`config.mk`:
```
export PLATFORM = sky130hd
export DESIGN_NAME = writeback_unit_flat
export DESIGN_NICKNAME = d
export VERILOG_FILES = /design/src/rtl/cpu_pkg.sv /design/src/rtl/writeback_unit_if.sv /design/src/rtl/load_extender.sv /design/src/rtl/writeback_unit.sv /design/src/flat_wrapper.sv
export SDC_FILE = /design/constraint.sdc
export NUM_CORES = 1
export LEC_CHECK = 0
export ABC_AREA = 0
export BUFFER_PORTS_ARGS = -buffer_cell sky130_fd_sc_hd__clkbuf_2
export CAP_MARGIN = 20
export CORE_MARGIN = 2
export CORE_UTILIZATION = 49
export CTS_CLUSTER_DIAMETER = 150
export DETAILED_ROUTE_END_ITERATION = 16
export HOLD_SLACK_MARGIN = 0.1
export PLACE_DENSITY_LB_ADDON = 0.15
export SYNTH_ARGS = -nofsm -noshare
export SYNTH_HDL_FRONTEND = slang
export SYNTH_SLANG_ARGS = --single-unit
```
`constraint.sdc`:
```
create_clock -name in_clk -period 1.9 [get_ports in_clk]
set_input_delay 0.095 -clock in_clk [delete_from_list [all_inputs] [get_ports in_clk]]
set_output_delay 0.095 -clock in_clk [all_outputs]
set_load 0.02 [all_outputs]
```
`src/rtl/cpu_pkg.sv`:
```
// Shared CPU definitions: load type encodings and the writeback FSM state type.
package cpu_pkg;

  localparam logic [2:0] LOAD_TYPE_W  = 3'd0;
  localparam logic [2:0] LOAD_TYPE_H  = 3'd1;
  localparam logic [2:0] LOAD_TYPE_HU = 3'd2;
  localparam logic [2:0] LOAD_TYPE_B  = 3'd3;
  localparam logic [2:0] LOAD_TYPE_BU = 3'd4;

  typedef enum logic [1:0] {
    IDLE     = 2'd0,
    WAIT_MEM = 2'd1,
    WRITE    = 2'd2
  } wb_state_t;

endpackage

```
`src/rtl/writeback_unit_if.sv`:
```
// Bundle of the writeback stage's upstream, data-memory and register-file signals.
interface writeback_unit_if;

  logic        in_valid;
  logic        out_ready;
  logic [31:0] in_alu_result;
  logic [4:0]  in_dest;
  logic        in_wb_sel;
  logic [2:0]  in_load_type;
  logic        in_mem_valid;
  logic [31:0] in_mem_data;
  logic        out_rf_we;
  logic [4:0]  out_rf_addr;
  logic [31:0] out_rf_wdata;
  logic        out_busy;

  // Pipeline / memory side that feeds the stage and observes its results
  modport master (
    output in_valid, in_alu_result, in_dest, in_wb_sel, in_load_type,
    output in_mem_valid, in_mem_data,
    input  out_ready, out_rf_we, out_rf_addr, out_rf_wdata, out_busy
  );

  // The writeback stage itself
  modport slave (
    input  in_valid, in_alu_result, in_dest, in_wb_sel, in_load_type,
    input  in_mem_valid, in_mem_data,
    output out_ready, out_rf_we, out_rf_addr, out_rf_wdata, out_busy
  );

endinterface

```
`src/rtl/load_extender.sv`:
```
// Little-endian byte/halfword extraction with sign or zero extension.
// Purely combinational so it can be shared with the data-cache bypass path.
module load_extender
  import cpu_pkg::*;
(
  input  logic [31:0] word,
  input  logic [1:0]  addr,
  input  logic [2:0]  load_type,
  output logic [31:0] result
);

  logic [15:0] half;
  logic [7:0]  byte_sel;

  // Pick the addressed lane, then extend according to the load type
  always_comb begin
    half     = addr[1] ? word[31:16] : word[15:0];
    byte_sel = word[8*addr +: 8];
    result   = word;
    case (load_type)
      LOAD_TYPE_H:  result = {{16{half[15]}}, half};
      LOAD_TYPE_HU: result = {16'h0000, half};
      LOAD_TYPE_B:  result = {{24{byte_sel[7]}}, byte_sel};
      LOAD_TYPE_BU: result = {24'h000000, byte_sel};
      default:      result = word;
    endcase
  end

endmodule

```
`src/rtl/writeback_unit.sv`:
```
// Register-file writeback stage: latches one retiring instruction, waits for
// load data when needed, and issues a single-cycle register-file write.
module writeback_unit
  import cpu_pkg::*;
(
  input  logic             in_clk,
  input  logic             in_rst_n,
  writeback_unit_if.slave  bus
);

  wb_state_t   state;
  wb_state_t   next_state;
  logic [31:0] wdata_q;
  logic [4:0]  dest_q;
  logic [2:0]  type_q;
  logic [31:0] ext_data;
  logic        accept;

  assign accept = (state == IDLE) && bus.in_valid;

  // wdata_q holds the latched ALU result until load data replaces it, so its
  // low bits double as the latched load address for lane selection.
  load_extender u_ext (
    .word      (bus.in_mem_data),
    .addr      (wdata_q[1:0]),
    .load_type (type_q),
    .result    (ext_data)
  );

  // State register
  always_ff @(posedge in_clk or negedge in_rst_n) begin
    if (!in_rst_n) state <= IDLE;
    else           state <= next_state;
  end

  // Next-state decode: loads detour through WAIT_MEM, everything ends in one WRITE
  always_comb begin
    next_state = state;
    case (state)
      IDLE:     if (bus.in_valid) next_state = bus.in_wb_sel ? WAIT_MEM : WRITE;
      WAIT_MEM: if (bus.in_mem_valid) next_state = WRITE;
      WRITE:    next_state = IDLE;
      default:  next_state = IDLE;
    endcase
  end

  // Instruction latch on acceptance, overwritten by extended load data on response
  always_ff @(posedge in_clk or negedge in_rst_n) begin
    if (!in_rst_n) begin
      wdata_q <= '0;
      dest_q  <= '0;
      type_q  <= '0;
    end else if (accept) begin
      wdata_q <= bus.in_alu_result;
      dest_q  <= bus.in_dest;
      type_q  <= bus.in_load_type;
    end else if (state == WAIT_MEM && bus.in_mem_valid) begin
      wdata_q <= ext_data;
    end
  end

  // Outputs depend only on state and latched values; register 0 is never written
  always_comb begin
    bus.out_ready    = (state == IDLE);
    bus.out_busy     = (state != IDLE);
    bus.out_rf_we    = (state == WRITE) && (dest_q != 5'd0);
    bus.out_rf_addr  = dest_q;
    bus.out_rf_wdata = wdata_q;
  end

endmodule

```
`src/flat_wrapper.sv`:
```
// flat-port wrapper written by rule: the top's interface ports become plain ports
module writeback_unit_flat import cpu_pkg::*;
  (in_clk, in_rst_n, bus_in_valid, bus_in_alu_result, bus_in_dest, bus_in_wb_sel, bus_in_load_type, bus_in_mem_valid, bus_in_mem_data, bus_out_ready, bus_out_rf_we, bus_out_rf_addr, bus_out_rf_wdata, bus_out_busy);
  writeback_unit_if bus_i ();
  input  logic in_clk;
  input  logic in_rst_n;
  input wire logic [$bits(bus_i.in_valid)-1:0] bus_in_valid;
  input wire logic [$bits(bus_i.in_alu_result)-1:0] bus_in_alu_result;
  input wire logic [$bits(bus_i.in_dest)-1:0] bus_in_dest;
  input wire logic [$bits(bus_i.in_wb_sel)-1:0] bus_in_wb_sel;
  input wire logic [$bits(bus_i.in_load_type)-1:0] bus_in_load_type;
  input wire logic [$bits(bus_i.in_mem_valid)-1:0] bus_in_mem_valid;
  input wire logic [$bits(bus_i.in_mem_data)-1:0] bus_in_mem_data;
  output wire logic [$bits(bus_i.out_ready)-1:0] bus_out_ready;
  output wire logic [$bits(bus_i.out_rf_we)-1:0] bus_out_rf_we;
  output wire logic [$bits(bus_i.out_rf_addr)-1:0] bus_out_rf_addr;
  output wire logic [$bits(bus_i.out_rf_wdata)-1:0] bus_out_rf_wdata;
  output wire logic [$bits(bus_i.out_busy)-1:0] bus_out_busy;
  assign bus_i.in_valid = bus_in_valid;
  assign bus_i.in_alu_result = bus_in_alu_result;
  assign bus_i.in_dest = bus_in_dest;
  assign bus_i.in_wb_sel = bus_in_wb_sel;
  assign bus_i.in_load_type = bus_in_load_type;
  assign bus_i.in_mem_valid = bus_in_mem_valid;
  assign bus_i.in_mem_data = bus_in_mem_data;
  assign bus_out_ready = bus_i.out_ready;
  assign bus_out_rf_we = bus_i.out_rf_we;
  assign bus_out_rf_addr = bus_i.out_rf_addr;
  assign bus_out_rf_wdata = bus_i.out_rf_wdata;
  assign bus_out_busy = bus_i.out_busy;
  writeback_unit u_core (.in_clk(in_clk), .in_rst_n(in_rst_n), .bus(bus_i));
endmodule
```
==> flow_metrics.tcl <==
set metrics [dict create \
    status "complete, no violations" \
    sw_frac_of_total_pct 45.9 \
    drive_gt1_share_pct 34.3 \
    synth-simple-area-share_pct 17.8 \
    antenna_found_initial 0 \
    postSynthCellCount 317 \
    synth.most_common_cell "nand2_1" \
    synth_cell_types 46 \
    vias 3148 \
    clockBufferDepth 2 \
    pwr-share-clk_pct 12.6 \
    initial_core_util_pct 50.9 \
    routabilityCongestion 0.894 \
    power.leakage_nw 1.78 \
    ir_drop_uv 778 \
    path_class "flop to flop" \
    seq_power_share_pct 31.8 \
    path_clk_slew_ps 90 \
    placed_cell_area_um2 3420 \
    chipWidth_um 79.7 \
    fill_cells 457 \
    synth_top_area_share_pct 37.5 \
    grt_pass1_vias 2892 \
    wl_per_cell_um 16.9 \
    numCtsBuffers 5 \
    overflow 0 \
    relSlewSlack_pct 49.5 \
    yosysSeqAreaShare_pct 37.5 \
    layout.nets 534 \
    clk-insertion-delay-late_ps 300 \
    yosys_warnings 0 \
    rsz0062_at_grt "true" \
    p_int_mw 2.53 \
    fmax_ghz 0.539 \
    ys.flop_type "dfrtp_1" \
    crit_path_end_kind "flop" \
    ys_top_cells_by_count "nand2_1, dfrtp_1, o21ai_1, o21ai_0, a221oi_1" \
    r2r_slack_ps 50 \
    p_comb_share_pct 55.6 \
    multiInputGateArea_um2 1580 \
    start_kind "flop" \
    vias_per_cell 5.94 \
    wl_um 8980 \
    cts_max_level 2 \
    hpwlAfterDp_um 6080 \
    post_cts.repair.setup_buffers 0 \
    final_area_um2 3860 \
    fin_crit_sh_pct 97.6 \
    io_buffers 116 \
    power_density_nw_per_um2 1210 \
    grt_pass1_wl_um 14200 \
    cp_num_buf_inv 0 \
    synth_area_um2 2810 \
    synth_edf_count 0 \
    yosys.area_share.xor_xnor_pct 0.580 \
    finalHoldViolCount 0 \
    required_ps 2080 \
    cts_tree "built" \
    synthArstFlopShare_pct 100 \
    fin_skew_ps 6.60 \
    synthTopCellsByArea "dfrtp_1, a221oi_1, nand2_1" \
    synthMuxAreaShare_pct 5.71 \
    dieArea_um2 6350 \
    drt_first_pass_iters 5 \
    grtUsageTotal_pct 28.7 \
    placementRows 27 \
    p_sw_mw 2.15 \
    dp_cells 491 \
    regArea_um2 1050 \
    io_pins 117 \
    drt_iter0_drc 306 \
    max_stage_delay_ps 430 \
    clock_sinks 42 \
    drc_errors 0 \
    core_um2 5510 \
    maxSlewViolCount 0 \
    drv_cap 0 \
    ant_nets 0 \
    cp_slowest_cell "dfrtp_1" \
    synth_top_area_cell "dfrtp_1" \
    setup_viol 0 \
    fin_crit_ps 1850 \
    worstPathMaxFanout 7 \
    ys_ff_latch 42 \
    cts-root-buf "clkbuf_8" \
    grt_start_max_net_pins 40 \
    syn_nets 394 \
    synth_fa_ha_area_share_pct 0 \
    avgSynthCellArea_um2 8.85 \
    die_h_um 79.7 \
    area_delta_synth_final_pct 37.5 \
    tightestPinTransition_ps 758 \
    critPathArrivalTime_ps 2030 \
    synth_top_family_by_area "compound AO/OA/AOI/OAI gates" \
    hold_class "primary input to flop" \
    final_cells 530 \
    diodes 0 \
    crit_family "compound AO/OA/AOI/OAI gates" \
    synth_compound_area_share_pct 30.7 \
    path_cells "or2_1, a32o_1, a221oi_1, a21oi_1" \
]
==> cells in the final DEF (no fill, tap or decap), types with 2 or more instances in the layout <==
master / instances
buf_4: 15
nand2b_1: 9
a31oi_1: 9
o22ai_1: 9
nor2b_1: 10
dfrtp_1: 42
a221oi_1: 20
o21ai_0: 26
clkbuf_2: 116
dlygate4sd3_1: 31
a221oi_2: 4
or3_1: 7
clkbuf_8: 5
a21o_1: 3
mux2_1: 7
nand2_1: 53
a2bb2oi_1: 7
a21oi_1: 7
o21ai_1: 38
nand3_1: 4
nor2_1: 5
mux2i_1: 2
==> timing repair <==
action,4_1_cts,5_1_grt
resized for setup,0,5
hold buffers,30,1
endpoints found under the hold margin,52,1
endpoints found under the setup margin,0,18
==> final cells by class <==
class,count,share of cell area (%)
well taps,72,2.34
clock inverters,3,0.552
clock buffers,5,1.78
multi-input cells,243,41.0
inverters,2,0.552
repair buffers,163,26.5
flip-flops and latches,42,27.3
==> sequential cells by signal, summed over array words and instances (netlist names) <==
| register | count |
|---|---|
| u_core.bus.out_rf_addr | 5 |
| u_core.state | 2 |
| u_core.bus.out_rf_wdata | 32 |
| u_core.type_q | 3 |
==> power groups by stage <==
stage / Clock [mW] / Sequential [mW] / Combinational, mW
floorplan: 0 / 1.84 / 1.41
global placement: 0 / 1.49 / 2.44
detailed placement: 0 / 1.50 / 2.48
CTS: 0.602 / 1.49 / 2.53
global route: 0.651 / 1.53 / 2.82
finish: 0.590 / 1.49 / 2.60
==> per-stage QoR <==
| stage | worst slack (ps) | utilization, % | TNS (ps) | hold WS [ps] | power, mW |
|---|---|---|---|---|---|
| final | 45.4 | 70.0 | 0 | 94.0 | 4.68 |
| after detailed placement | 46.2 | 62.1 | 0 | 199 | 3.98 |
| after CTS | 30.7 | 69.1 | 0 | 100 | 4.62 |
| after floorplan | 157 | - | 0 | -201 | 3.24 |
| after global routing | -54.4 | 70.0 | -56.8 | 101 | 5.01 |
| after global placement | 67.2 | 62.1 | 0 | 190 | 3.93 |
==> logic make-up (layout without fill, tap and decap cells) <==
group                     Yosys count  count (layout)
and+or+nand+nor                    98              98
muxes                              13              13
DFF                                42              42
buffers and inverters              32             173
AOI/OAI and AO/OA                 131             131
xor gates and xnor gates            1               1
==> path summary, 6_finish.rpt <==
kind | from | to | depth (start not counted)
worst max-delay path | u_core.type_q[1]$_DFFE_PN0P_ | u_core.bus.out_rf_wdata[5]$_DFFE_PN0P_ | 4
worst min-delay path | bus_in_alu_result[13] | u_core.bus.out_rf_wdata[13]$_DFFE_PN0P_ | 3
worst max register to register | u_core.type_q[1]$_DFFE_PN0P_ | u_core.bus.out_rf_wdata[5]$_DFFE_PN0P_ | 4
worst min register to register | u_core.bus.out_rf_wdata[30]$_DFFE_PN0P_ | u_core.bus.out_rf_wdata[30]$_DFFE_PN0P_ | 2
max in group asynchronous | in_rst_n | u_core.state[0]$_DFFE_PN0P_ | 3
min in group asynchronous | in_rst_n | u_core.bus.out_rf_wdata[15]$_DFFE_PN0P_ | 2
==> metal layers <==
metal | vias up | routed length (µm) | track usage (%)
met4 | 0 | 210 | 10.9
met2 | 197 | 4370 | 46.5
met1 | 1472 | 3670 | 38.9
li1 | 1457 | - | -
met5 | - | 0 | 0
met3 | 22 | 726 | 4.07
==> worst reg2reg max path: stages (launching register included) <==
cell	delay, ps
dfrtp_1	430
or2_1	360
a32o_1	390
a221oi_1	440
a21oi_1	120
Note: power is estimated with default switching activity, not from simulation.
